`config.mk`:
```
export PLATFORM = sky130hd
export DESIGN_NAME = vector_pack
export DESIGN_NICKNAME = d
export VERILOG_FILES = /design/src/rtl/vector_pack.sv
export SDC_FILE = /design/constraint.sdc
export NUM_CORES = 1
export LEC_CHECK = 0
export ABC_AREA = 1
export BUFFER_PORTS_ARGS = -buffer_cell sky130_fd_sc_hd__clkbuf_2
export CAP_MARGIN = 10
export CORE_UTILIZATION = 40
export CTS_BUF_LIST = sky130_fd_sc_hd__clkbuf_16
export DETAILED_ROUTE_END_ITERATION = 6
export GPL_TIMING_DRIVEN = 0
export HOLD_SLACK_MARGIN = 0.1
export PLACE_DENSITY = 0.68
export REMOVE_ABC_BUFFERS = 1
export SLEW_MARGIN = 20
export SYNTH_ARGS = -nofsm -noshare
export SYNTH_HDL_FRONTEND = slang
export SYNTH_SLANG_ARGS = --single-unit
```
`constraint.sdc`:
```
create_clock -name clk -period 2.45 [get_ports clk]
set_input_delay 0.3675 -clock clk [delete_from_list [all_inputs] [get_ports clk]]
set_output_delay 0.3675 -clock clk [all_outputs]
set_load 0.02 [all_outputs]
```
`src/rtl/vector_pack.sv`:
```
// vector_pack: assembles TILING signed elements per beat into one
// VECTOR_LEN-wide vector with signed width conversion and a sticky error flag.
// Ports: clk, rst (sync, active-high); in_data/in_valid/in_ready beat input;
// vec/vec_valid/vec_ready vector output; error = range error of current vector.
// Build option: VECTOR_PACK_SATURATE_EN clamps out-of-range narrowed elements.
module vector_pack #(
    parameter int VECTOR_LEN     = 5,
    parameter int IN_CELL_WIDTH  = 8,
    parameter int OUT_CELL_WIDTH = 8,
    parameter int TILING         = 1
) (
    input  logic                                 clk,
    input  logic                                 rst,
    input  logic [TILING*IN_CELL_WIDTH-1:0]      in_data,
    input  logic                                 in_valid,
    output logic                                 in_ready,
    output logic [VECTOR_LEN*OUT_CELL_WIDTH-1:0] vec,
    output logic                                 vec_valid,
    input  logic                                 vec_ready,
    output logic                                 error
);

    // Counter must reach VECTOR_LEN+TILING-1 after a partial final beat.
    localparam int CNT_W = $clog2(VECTOR_LEN + TILING);

    typedef enum logic {
        FILL = 1'b0,
        DONE = 1'b1
    } state_t;

    state_t                    state_q, state_d;
    logic [CNT_W-1:0]          cnt_q, cnt_d;
    logic                      err_q, err_d;
    logic [OUT_CELL_WIDTH-1:0] buf_q [VECTOR_LEN];
    logic [OUT_CELL_WIDTH-1:0] buf_d [VECTOR_LEN];

    logic [OUT_CELL_WIDTH-1:0] lane_conv [TILING];
    logic [TILING-1:0]         lane_err;

    for (genvar k = 0; k < TILING; k++) begin : g_lane
        logic [IN_CELL_WIDTH-1:0] raw;
        assign raw = in_data[k*IN_CELL_WIDTH +: IN_CELL_WIDTH];

        if (OUT_CELL_WIDTH > IN_CELL_WIDTH) begin : g_widen
            assign lane_conv[k] = {{(OUT_CELL_WIDTH-IN_CELL_WIDTH){raw[IN_CELL_WIDTH-1]}}, raw};
            assign lane_err[k]  = 1'b0;
        end else if (OUT_CELL_WIDTH == IN_CELL_WIDTH) begin : g_same
            assign lane_conv[k] = raw;
            assign lane_err[k]  = 1'b0;
        end else begin : g_narrow
            // In range iff the dropped bits and the new sign bit all agree.
            logic [IN_CELL_WIDTH-OUT_CELL_WIDTH:0] top;
            assign top         = raw[IN_CELL_WIDTH-1:OUT_CELL_WIDTH-1];
            assign lane_err[k] = ~((&top) | ~(|top));
`ifdef VECTOR_PACK_SATURATE_EN
            localparam logic [OUT_CELL_WIDTH-1:0] SAT_MIN =
                OUT_CELL_WIDTH'(1) << (OUT_CELL_WIDTH - 1);
            localparam logic [OUT_CELL_WIDTH-1:0] SAT_MAX = ~SAT_MIN;
            assign lane_conv[k] = !lane_err[k]         ? raw[OUT_CELL_WIDTH-1:0] :
                                  raw[IN_CELL_WIDTH-1] ? SAT_MIN : SAT_MAX;
`else
            assign lane_conv[k] = raw[OUT_CELL_WIDTH-1:0];
`endif
        end
    end

    always_ff @(posedge clk) begin
        if (rst) begin
            state_q <= FILL;
            cnt_q   <= '0;
            err_q   <= 1'b0;
            for (int j = 0; j < VECTOR_LEN; j++) buf_q[j] <= '0;
        end else begin
            state_q <= state_d;
            cnt_q   <= cnt_d;
            err_q   <= err_d;
            for (int j = 0; j < VECTOR_LEN; j++) buf_q[j] <= buf_d[j];
        end
    end

    always_comb begin
        state_d = state_q;
        cnt_d   = cnt_q;
        err_d   = err_q;
        for (int j = 0; j < VECTOR_LEN; j++) buf_d[j] = buf_q[j];

        unique case (state_q)
            FILL: begin
                if (in_valid) begin
                    // Lanes past the end of the vector are dropped entirely,
                    // so unknowns on them cannot reach the buffer or error.
                    for (int k = 0; k < TILING; k++) begin
                        if (int'(cnt_q) + k < VECTOR_LEN) err_d = err_d | lane_err[k];
                    end
                    for (int j = 0; j < VECTOR_LEN; j++) begin
                        for (int k = 0; k < TILING; k++) begin
                            if (int'(cnt_q) + k == j) buf_d[j] = lane_conv[k];
                        end
                    end
                    cnt_d = cnt_q + CNT_W'(TILING);
                    if (int'(cnt_q) >= VECTOR_LEN - TILING) state_d = DONE;
                end
            end
            DONE: begin
                if (vec_ready) begin
                    state_d = FILL;
                    cnt_d   = '0;
                    err_d   = 1'b0;
                    for (int j = 0; j < VECTOR_LEN; j++) buf_d[j] = '0;
                end
            end
        endcase
    end

    assign in_ready  = (state_q == FILL);
    assign vec_valid = (state_q == DONE);
    assign error     = err_q;

    for (genvar j = 0; j < VECTOR_LEN; j++) begin : g_vec
        assign vec[j*OUT_CELL_WIDTH +: OUT_CELL_WIDTH] = buf_q[j];
    end

endmodule

```
Word level (Yosys, flattened, before mapping)
Memory sizes are Yosys's and may differ from the RTL's.
Cells that the tools add are included.
{ "word_totals": {"regBits": 5, "ramBits": 40, "inputBits": 12, "out_inout_bits": 43, "n_memories": 1} }
{ "memory_table": {"columns": ["name", "depth", "width", "read_ports", "rd_clocked_by_memory_dff", "write_ports", "line", "source"], "rows": [
  ["buf_q", 5, 8, 5, 0, 5, "34", "logic [OUT_CELL_WIDTH-1:0] buf_q [VECTOR_LEN];"]
]} }
{ "classes": {"add_sub_neg": 1, "n_lt_le_gt_ge": 1, "eq_ne": 6, "n_mux": 25, "bitwise": 6, "reduce_logical": 3} }
{ "ops": {"columns": ["operator", "count"], "rows": [
  ["40-bit two-way mux", 2],
  ["8-bit two-way mux", 10],
  ["40-bit case mux with 2 select lines", 1],
  ["32-bit zero test", 1],
  ["3-bit == test, second input constant", 3],
  ["1-bit two-way mux", 8],
  ["3-bit two-way mux", 2],
  ["3-bit case mux with 2 select lines", 1],
  ["1-bit OR", 5],
  ["2-bit != test, second input constant", 2],
  ["2-bit AND reduction", 2],
  ["3-bit by 1-bit adder with 3-bit output, second input constant", 1],
  ["3-bit by 2-bit == test with 1-bit output, second input constant", 1],
  ["3-bit greater-or-equal comparator, second input constant", 1],
  ["1-bit case mux with 2 select lines", 1],
  ["1-bit inverter", 1]
]} }

Depth between registers and ports, before layout
Gate-level depths: netlist of the first run.
{ "depth": {"depth_word": 5, "ltp_mapped": 10} }

Worst setup path after synthesis of the first run
No wires, ideal clock.
{ "synth_path": {"kind": "flip-flop to flip-flop", "start": "register cnt_q[0]", "end": "memory buf_q[0][5]", "arrival_ns": 1.225, "required_ns": 2.318, "slack_ns": 1.093, "path_stages_with_launch": 9, "path_buffers": 1, "period_less_slack_ns": 1.357, "cell_sequence": "dfxtp_1 > inv_1 > ha_1 > buf_4 > inv_1 > nor2_2 > nand2_2 > nand3_1 > a21oi_1"} }
{ "synth_lines": {"columns": ["item", "line", "source"], "rows": [
  ["start, declared", "32", "logic [CNT_W-1:0] cnt_q, cnt_d;"],
  ["start signal, assigned", "75", "cnt_q <= cnt_d;"],
  ["end, declared", "34", null]
]} }

==> results.sh, run 1 <==
export IMPL_synth_warnings=0
export IMPL_r2r_end="buf_q[0][29]"
export IMPL_length_of_the_first_detailed_routing_pass_in_iterations=6
export IMPL_cts_hold_buf=0
export IMPL_dieWidth_um=70.9
export IMPL_iteration_0_drc_count_of_the_detailed_router=146
export IMPL_worstMarginPinSlew_ns=0.762
export IMPL_starting_density_of_the_core=0.425
export IMPL_intPower_mw=1.27
export IMPL_gp_routability_congestion=0.765
export IMPL_numCtsBuffers=5
export IMPL_seq_area_frac_synth=0.463
export IMPL_post_drt_wl_per_cell_um=13.1
export IMPL_dominant_cells_by_area_after_synthesis="sky130_fd_sc_hd__dfxtp_1 (46%), sky130_fd_sc_hd__nand3_1 (15%), sky130_fd_sc_hd__a21oi_1 (9.5%)"
export IMPL_cts_repair_resized=0
export IMPL_hold_class="in -> reg"
export IMPL_postPlaceCellArea_um2=2170
export IMPL_critPathCaptureType="register"
export IMPL_power_frac_comb=0.107
export IMPL_routed_wirelength_mm=4.66
export IMPL_grt_pass1_wl_mm=7.58
export IMPL_drt_drc_violations_left=10
export IMPL_crit_path_max_fanout=26
export IMPL_worst_ir_drop_vdd_mv=0.311
export IMPL_synth_ff_latch_count=44
export IMPL_clkLatencyLatePin_ns=0.28
export IMPL_synth_top_area_cell="sky130_fd_sc_hd__dfxtp_1"
export IMPL_gr_util_all_layers=0.192
export IMPL_clock_tree_htree_level_count=2
export IMPL_critical_path_startpoint="vec_valid"
export IMPL_detailed_place_hpwl_mm=3.05
export IMPL_core_region_area_um2=4470
export IMPL_clock_tree_from_tritoncts="built"
export IMPL_worstRegToRegCells=6
export IMPL_final_max_slew_violation_count=0
export IMPL_final_fill_count=457
export IMPL_drive_gt1_frac=0.248
export IMPL_clkSinkCount=44
export IMPL_power_total_mw=1.67
export IMPL_die_area_um2=5030
export IMPL_synth_cell_types=22
export IMPL_reg_to_reg_setup_timing_slack_ns=0.49
export IMPL_dpl_worst_slack_ns=0.472
export IMPL_power_static_leakage_nw=1.07
export IMPL_clk_root_buffer_cell="sky130_fd_sc_hd__clkbuf_16"
export IMPL_relSlewSlack=0.492
export IMPL_required_ns=2.67
export IMPL_io_pins=55
export IMPL_status="complete, but fails checks"
export IMPL_finalWorstPathRequiredPeriod_ns=1.96
export IMPL_holdWs_ns=0.428
export IMPL_clock_tree_buffer_depth=2
export IMPL_antenna_found_initial=0
export IMPL_inserted_diodes=0
export IMPL_setup_tns_ns=0
export IMPL_drt_antenna_violating_nets=0
export IMPL_syn_avg_cell_area_um2=7.45
export IMPL_synth_top_area_share=0.463
export IMPL_first_global_vias=1613
export IMPL_final_net_count=319
export IMPL_synth_area_um2=1900
export IMPL_grt_max_degree=37
export IMPL_finalCritPeriodShare=0.801
export IMPL_die_height_um=70.9
export IMPL_post_route_util=0.521
export IMPL_timing_worst_setup_path_type="reg -> reg"
export IMPL_power_density_nw_per_um2=717
export IMPL_cts_setup_buffers=0
export IMPL_cts_reportedPaths_clkPinSlew_ns=0.06
export IMPL_hold_violations=0
export IMPL_crit_path_start_kind="register"
export IMPL_clock_power_share=0.442
export IMPL_layout_cells_most_common="sky130_fd_sc_hd__nand3_1"
export IMPL_worstSetupEndpoint="buf_q[0][29]"
export IMPL_globalRoute_totalOverflow=0
export IMPL_max_cap_violations=0
export IMPL_number_of_i_o_port_buffers=53
export IMPL_failed_checks="design-rule violations"
export IMPL_synth_cells=255
export IMPL_grt_setup_unrepaired="no"
export IMPL_crit_reg2reg_launch="vec_valid"
export IMPL_layout_setup_ws_ns=0.487
export IMPL_clock_skew_ns=0.00252
export IMPL_seqPwrFrac=0.451
export IMPL_core_rowCount=24
export IMPL_total_switching_power_mw=0.403
export IMPL_syn2layout_area_growth_pct=22.6
export IMPL_fin_cells=355
export IMPL_routed_via_density=5.01
export IMPL_final_cell_mix="sky130_fd_sc_hd__nand3_1 (56), sky130_fd_sc_hd__clkbuf_2 (53), sky130_fd_sc_hd__dfxtp_1 (44), sky130_fd_sc_hd__a21oi_1 (36), sky130_fd_sc_hd__nand2_1 (32)"
export IMPL_routed_via_count=1778
export IMPL_max_freq_mhz=509
export IMPL_final_setup_viol_count=0
export IMPL_switching_share=0.241
export IMPL_placed_cells_incl_taps=347
export IMPL_worstPathArrival_ns=2.18
export IMPL_final_design_area_no_fill_um2=2330
-- power groups by stage --
stage	Sequential (mW)	Clock [mW]	Combinational [mW]
2_1_floorplan	0.793	0	0.0875
3_3_place_gp	0.769	0	0.176
3_5_place_dp	0.770	0	0.179
5_1_grt	0.757	0.779	0.198
4_1_cts	0.754	0.753	0.180
6_report	0.754	0.738	0.179
-- cell families (layout without fill, tap and decap cells) --
kind of cell	count (synthesis)	count (layout)	synth area share
other cells	1	1	0.00197
compound gates	37	37	0.0974
fa+ha+maj	5	5	0.0329
buf+inv	41	89	0.0941
simple gates	127	127	0.310
flops	44	44	0.463
-- critical path: stages (launching register included) --
cell and delay [ns]:
sky130_fd_sc_hd__dfxtp_1 0.63, sky130_fd_sc_hd__nand2_2 0.45, sky130_fd_sc_hd__nand2_2 0.27, sky130_fd_sc_hd__nand2_1 0.24, sky130_fd_sc_hd__inv_1 0.17, sky130_fd_sc_hd__nor2_1 0.05, sky130_fd_sc_hd__nor2_1 0.09
-- layer usage --
metal  share of wire  GRT usage  up-vias
li1                -          -      920
met1            0.47      0.274      793
met2            0.46      0.296       61
met3           0.066     0.0413        4
met4          0.0049     0.0489        0
met5               0          0        -
-- layout make-up --
cell class,count,area (µm²),share of cell area
clock buffers,5,125,0.0537
clock inverters,3,38.8,0.0166
inverters,27,101,0.0435
multi-input cells,170,843,0.362
flip-flops and latches,44,881,0.378
well taps,52,65.1,0.0279
repair buffers,54,277,0.119
-- how the worst min path moves through the flow --
stage                       startpoint           end  slack (ns)  depth (start not counted)
after global routing         vec_ready     vec_valid        0.45                          4
after floorplan                    rst   buf_q[0][0]        0.44                          1
final                        vec_ready     vec_valid        0.43                          4
after CTS                    vec_ready     vec_valid        0.43                          4
after global placement    buf_q[0][38]  buf_q[0][38]        0.45                          2
after detailed placement  buf_q[0][39]  buf_q[0][39]        0.46                          2
-- synthesized netlist by cell type --
library cell                n
sky130_fd_sc_hd__or2_2      1
sky130_fd_sc_hd__nor2_1    25
sky130_fd_sc_hd__nand3_2    1
sky130_fd_sc_hd__clkbuf_1   1
sky130_fd_sc_hd__clkinv_1   1
sky130_fd_sc_hd__buf_4      3
sky130_fd_sc_hd__conb_1     1
sky130_fd_sc_hd__nand2_1   32
sky130_fd_sc_hd__buf_2      4
sky130_fd_sc_hd__nor2_2     4
sky130_fd_sc_hd__inv_1     24
sky130_fd_sc_hd__ha_1       5
sky130_fd_sc_hd__buf_1      4
sky130_fd_sc_hd__a21oi_1   36
sky130_fd_sc_hd__nand2_2    5
sky130_fd_sc_hd__nand3b_1   3
sky130_fd_sc_hd__nand3_1   56
sky130_fd_sc_hd__buf_6      1
sky130_fd_sc_hd__o21ai_0    1
sky130_fd_sc_hd__clkbuf_2   1
sky130_fd_sc_hd__dfxtp_1   44
sky130_fd_sc_hd__inv_2      2
-- registers in the layout, summed over array words and instances, names as in the netlist --
name and cells:
vec_valid 1, buf_q 40, cnt_q 3
Power figures use the tool's default switching activity.
==> run 2, diff against run 1 <==
- clock period: 2.45 -> 1.99 ns (I/O delays scaled with it)
==> results.sh, run 2 (synthesized netlist as in run 1, its figures left out) <==
export IMPL_post_route_util=0.522
export IMPL_timing_critical_path_slowest_cell_delay_ns=0.37
export IMPL_iteration_0_drc_count_of_the_detailed_router=146
export IMPL_relSlewSlack=0.493
export IMPL_critical_path_slowest_cell="sky130_fd_sc_hd__ha_1"
export IMPL_clkSinkCount=44
export IMPL_core_region_area_um2=4470
export IMPL_final_net_count=319
export IMPL_finalWorstPathRequiredPeriod_ns=1.72
export IMPL_cts_setup_buffers=0
export IMPL_grt_setup_unrepaired="no"
export IMPL_routed_via_density=5.01
export IMPL_gp_routability_congestion=0.765
export IMPL_dieWidth_um=70.9
export IMPL_first_global_vias=1613
export IMPL_final_setup_viol_count=0
export IMPL_die_height_um=70.9
export IMPL_required_ns=2.12
export IMPL_regMostFlops="buf_q"
export IMPL_clkLatencyLatePin_ns=0.28
export IMPL_crit_path_max_fanout=10
export IMPL_hold_class="in -> reg"
export IMPL_power_density_nw_per_um2=881
export IMPL_core_rowCount=24
export IMPL_drt_drc_violations_left=10
export IMPL_clock_tree_from_tritoncts="built"
export IMPL_max_freq_mhz=580
export IMPL_final_max_slew_violation_count=0
export IMPL_power_total_mw=2.06
export IMPL_starting_density_of_the_core=0.425
export IMPL_layout_cells_most_common="sky130_fd_sc_hd__nand3_1"
export IMPL_detailed_place_hpwl_mm=3.05
export IMPL_clk_root_buffer_cell="sky130_fd_sc_hd__clkbuf_16"
export IMPL_io_pins=55
export IMPL_cells_along_the_critical_path="inv_1 > ha_1 > inv_1 > nor2_2 > nand2_2 > nand3_1 > a21oi_1"
export IMPL_grt_max_degree=37
export IMPL_largest_register_ff_count=40
export IMPL_hold_violations=0
export IMPL_grt_pass1_wl_mm=7.58
export IMPL_cts_reportedPaths_clkPinSlew_ns=0.06
export IMPL_worstPathArrival_ns=1.86
export IMPL_routed_wirelength_mm=4.66
export IMPL_clock_skew_ns=0.00250
export IMPL_syn2layout_area_growth_pct=23.0
export IMPL_antenna_found_initial=0
export IMPL_failed_checks="design-rule violations"
export IMPL_drt_antenna_violating_nets=0
export IMPL_status="complete, but fails checks"
export IMPL_critPathCaptureType="register"
export IMPL_cts_hold_buf=0
export IMPL_numCtsBuffers=5
export IMPL_crit_path_start_kind="register"
export IMPL_number_of_i_o_port_buffers=53
export IMPL_drive_gt1_frac=0.251
export IMPL_die_area_um2=5030
export IMPL_clock_tree_buffer_depth=2
export IMPL_clock_tree_htree_level_count=2
export IMPL_final_cell_mix="sky130_fd_sc_hd__nand3_1 (56), sky130_fd_sc_hd__clkbuf_2 (53), sky130_fd_sc_hd__dfxtp_1 (43), sky130_fd_sc_hd__a21oi_1 (36), sky130_fd_sc_hd__nand2_1 (32)"
export IMPL_gr_util_all_layers=0.192
export IMPL_max_cap_violations=0
export IMPL_inserted_diodes=0
export IMPL_timing_worst_setup_path_type="reg -> reg"
export IMPL_globalRoute_totalOverflow=0
export IMPL_worstMarginPinSlew_ns=0.761
export IMPL_worst_path_most_repeated_cell="sky130_fd_sc_hd__inv_1"
export IMPL_power_static_leakage_nw=1.08
export IMPL_finalCritPeriodShare=0.867
export IMPL_routed_via_count=1777
export IMPL_length_of_the_first_detailed_routing_pass_in_iterations=6
export IMPL_post_drt_wl_per_cell_um=13.1
export IMPL_worst_ir_drop_vdd_mv=0.383
[run 2: layout make-up]
type / count / area, µm²
flip-flops and latches: 44 / 882
fillers: 456 / 2140
inverters: 27 / 101
well taps: 52 / 65.1
clock inverters: 3 / 38.8
repair buffers: 54 / 277
clock buffers: 5 / 125
multi-input cells: 170 / 848
[run 2: critical path: cells and delay by family (launching register included)]
| family | cells | cell delay [ns] |
|---|---|---|
| DFF | 1 | 0.35 |
| AOI/OAI and AO/OA | 1 | 0.07 |
| buffers and inverters | 2 | 0.18 |
| and+or+nand+nor | 3 | 0.60 |
| adders and majority gates | 1 | 0.37 |
[run 2: what timing repair did]
| item | in CTS | in global routing |
|---|---|---|
| resized for setup | 1 | 1 |
| pin swaps | 0 | 0 |
| endpoints found under the hold margin | 0 | 0 |
| endpoints found under the setup margin | 1 | 1 |
[run 2: power breakdown]
part	leakage, nW	total (mW)	switching, mW	internal [mW]
combinational	0.637	0.221	0.155	0.0665
sequential	0.357	0.928	0.0183	0.910
clock	0.0850	0.909	0.324	0.585
total	1.08	2.06	0.497	1.56
[run 2: routing by layer]
metal,GRT usage,wire [µm],up-vias
met1,0.274,2170,787
met4,0.0489,23,0
met3,0.0413,317,4
met2,0.296,2150,65
li1,-,-,921
met5,0,0,-
[run 2: final timing paths]
| kind | startpoint | to | depth (start not counted) | slack, ns |
|---|---|---|---|---|
| setup reg to reg | cnt_q[0] | buf_q[0][3] | 7 | 0.27 |
| hold reg to reg | buf_q[0][38] | buf_q[0][38] | 2 | 0.46 |
| setup / recovery | cnt_q[0] | buf_q[0][3] | 7 | 0.27 |
| hold / removal | vec_ready | vec_valid | 4 | 0.38 |
[run 2: per-stage QoR]
step,instance area [µm²],cells,setup TNS (ns),hold WS [ns],setup WS [ns]
floorplan,1820,241,-1.13,0.368,-0.0473
global placement,2150,346,-15.14,0.454,-0.614
detailed placement,2170,347,0,0.459,0.0121
CTS,2340,355,0,0.382,0.174
global route,2340,355,0,0.400,0.0587
finish,2340,355,0,0.377,0.265
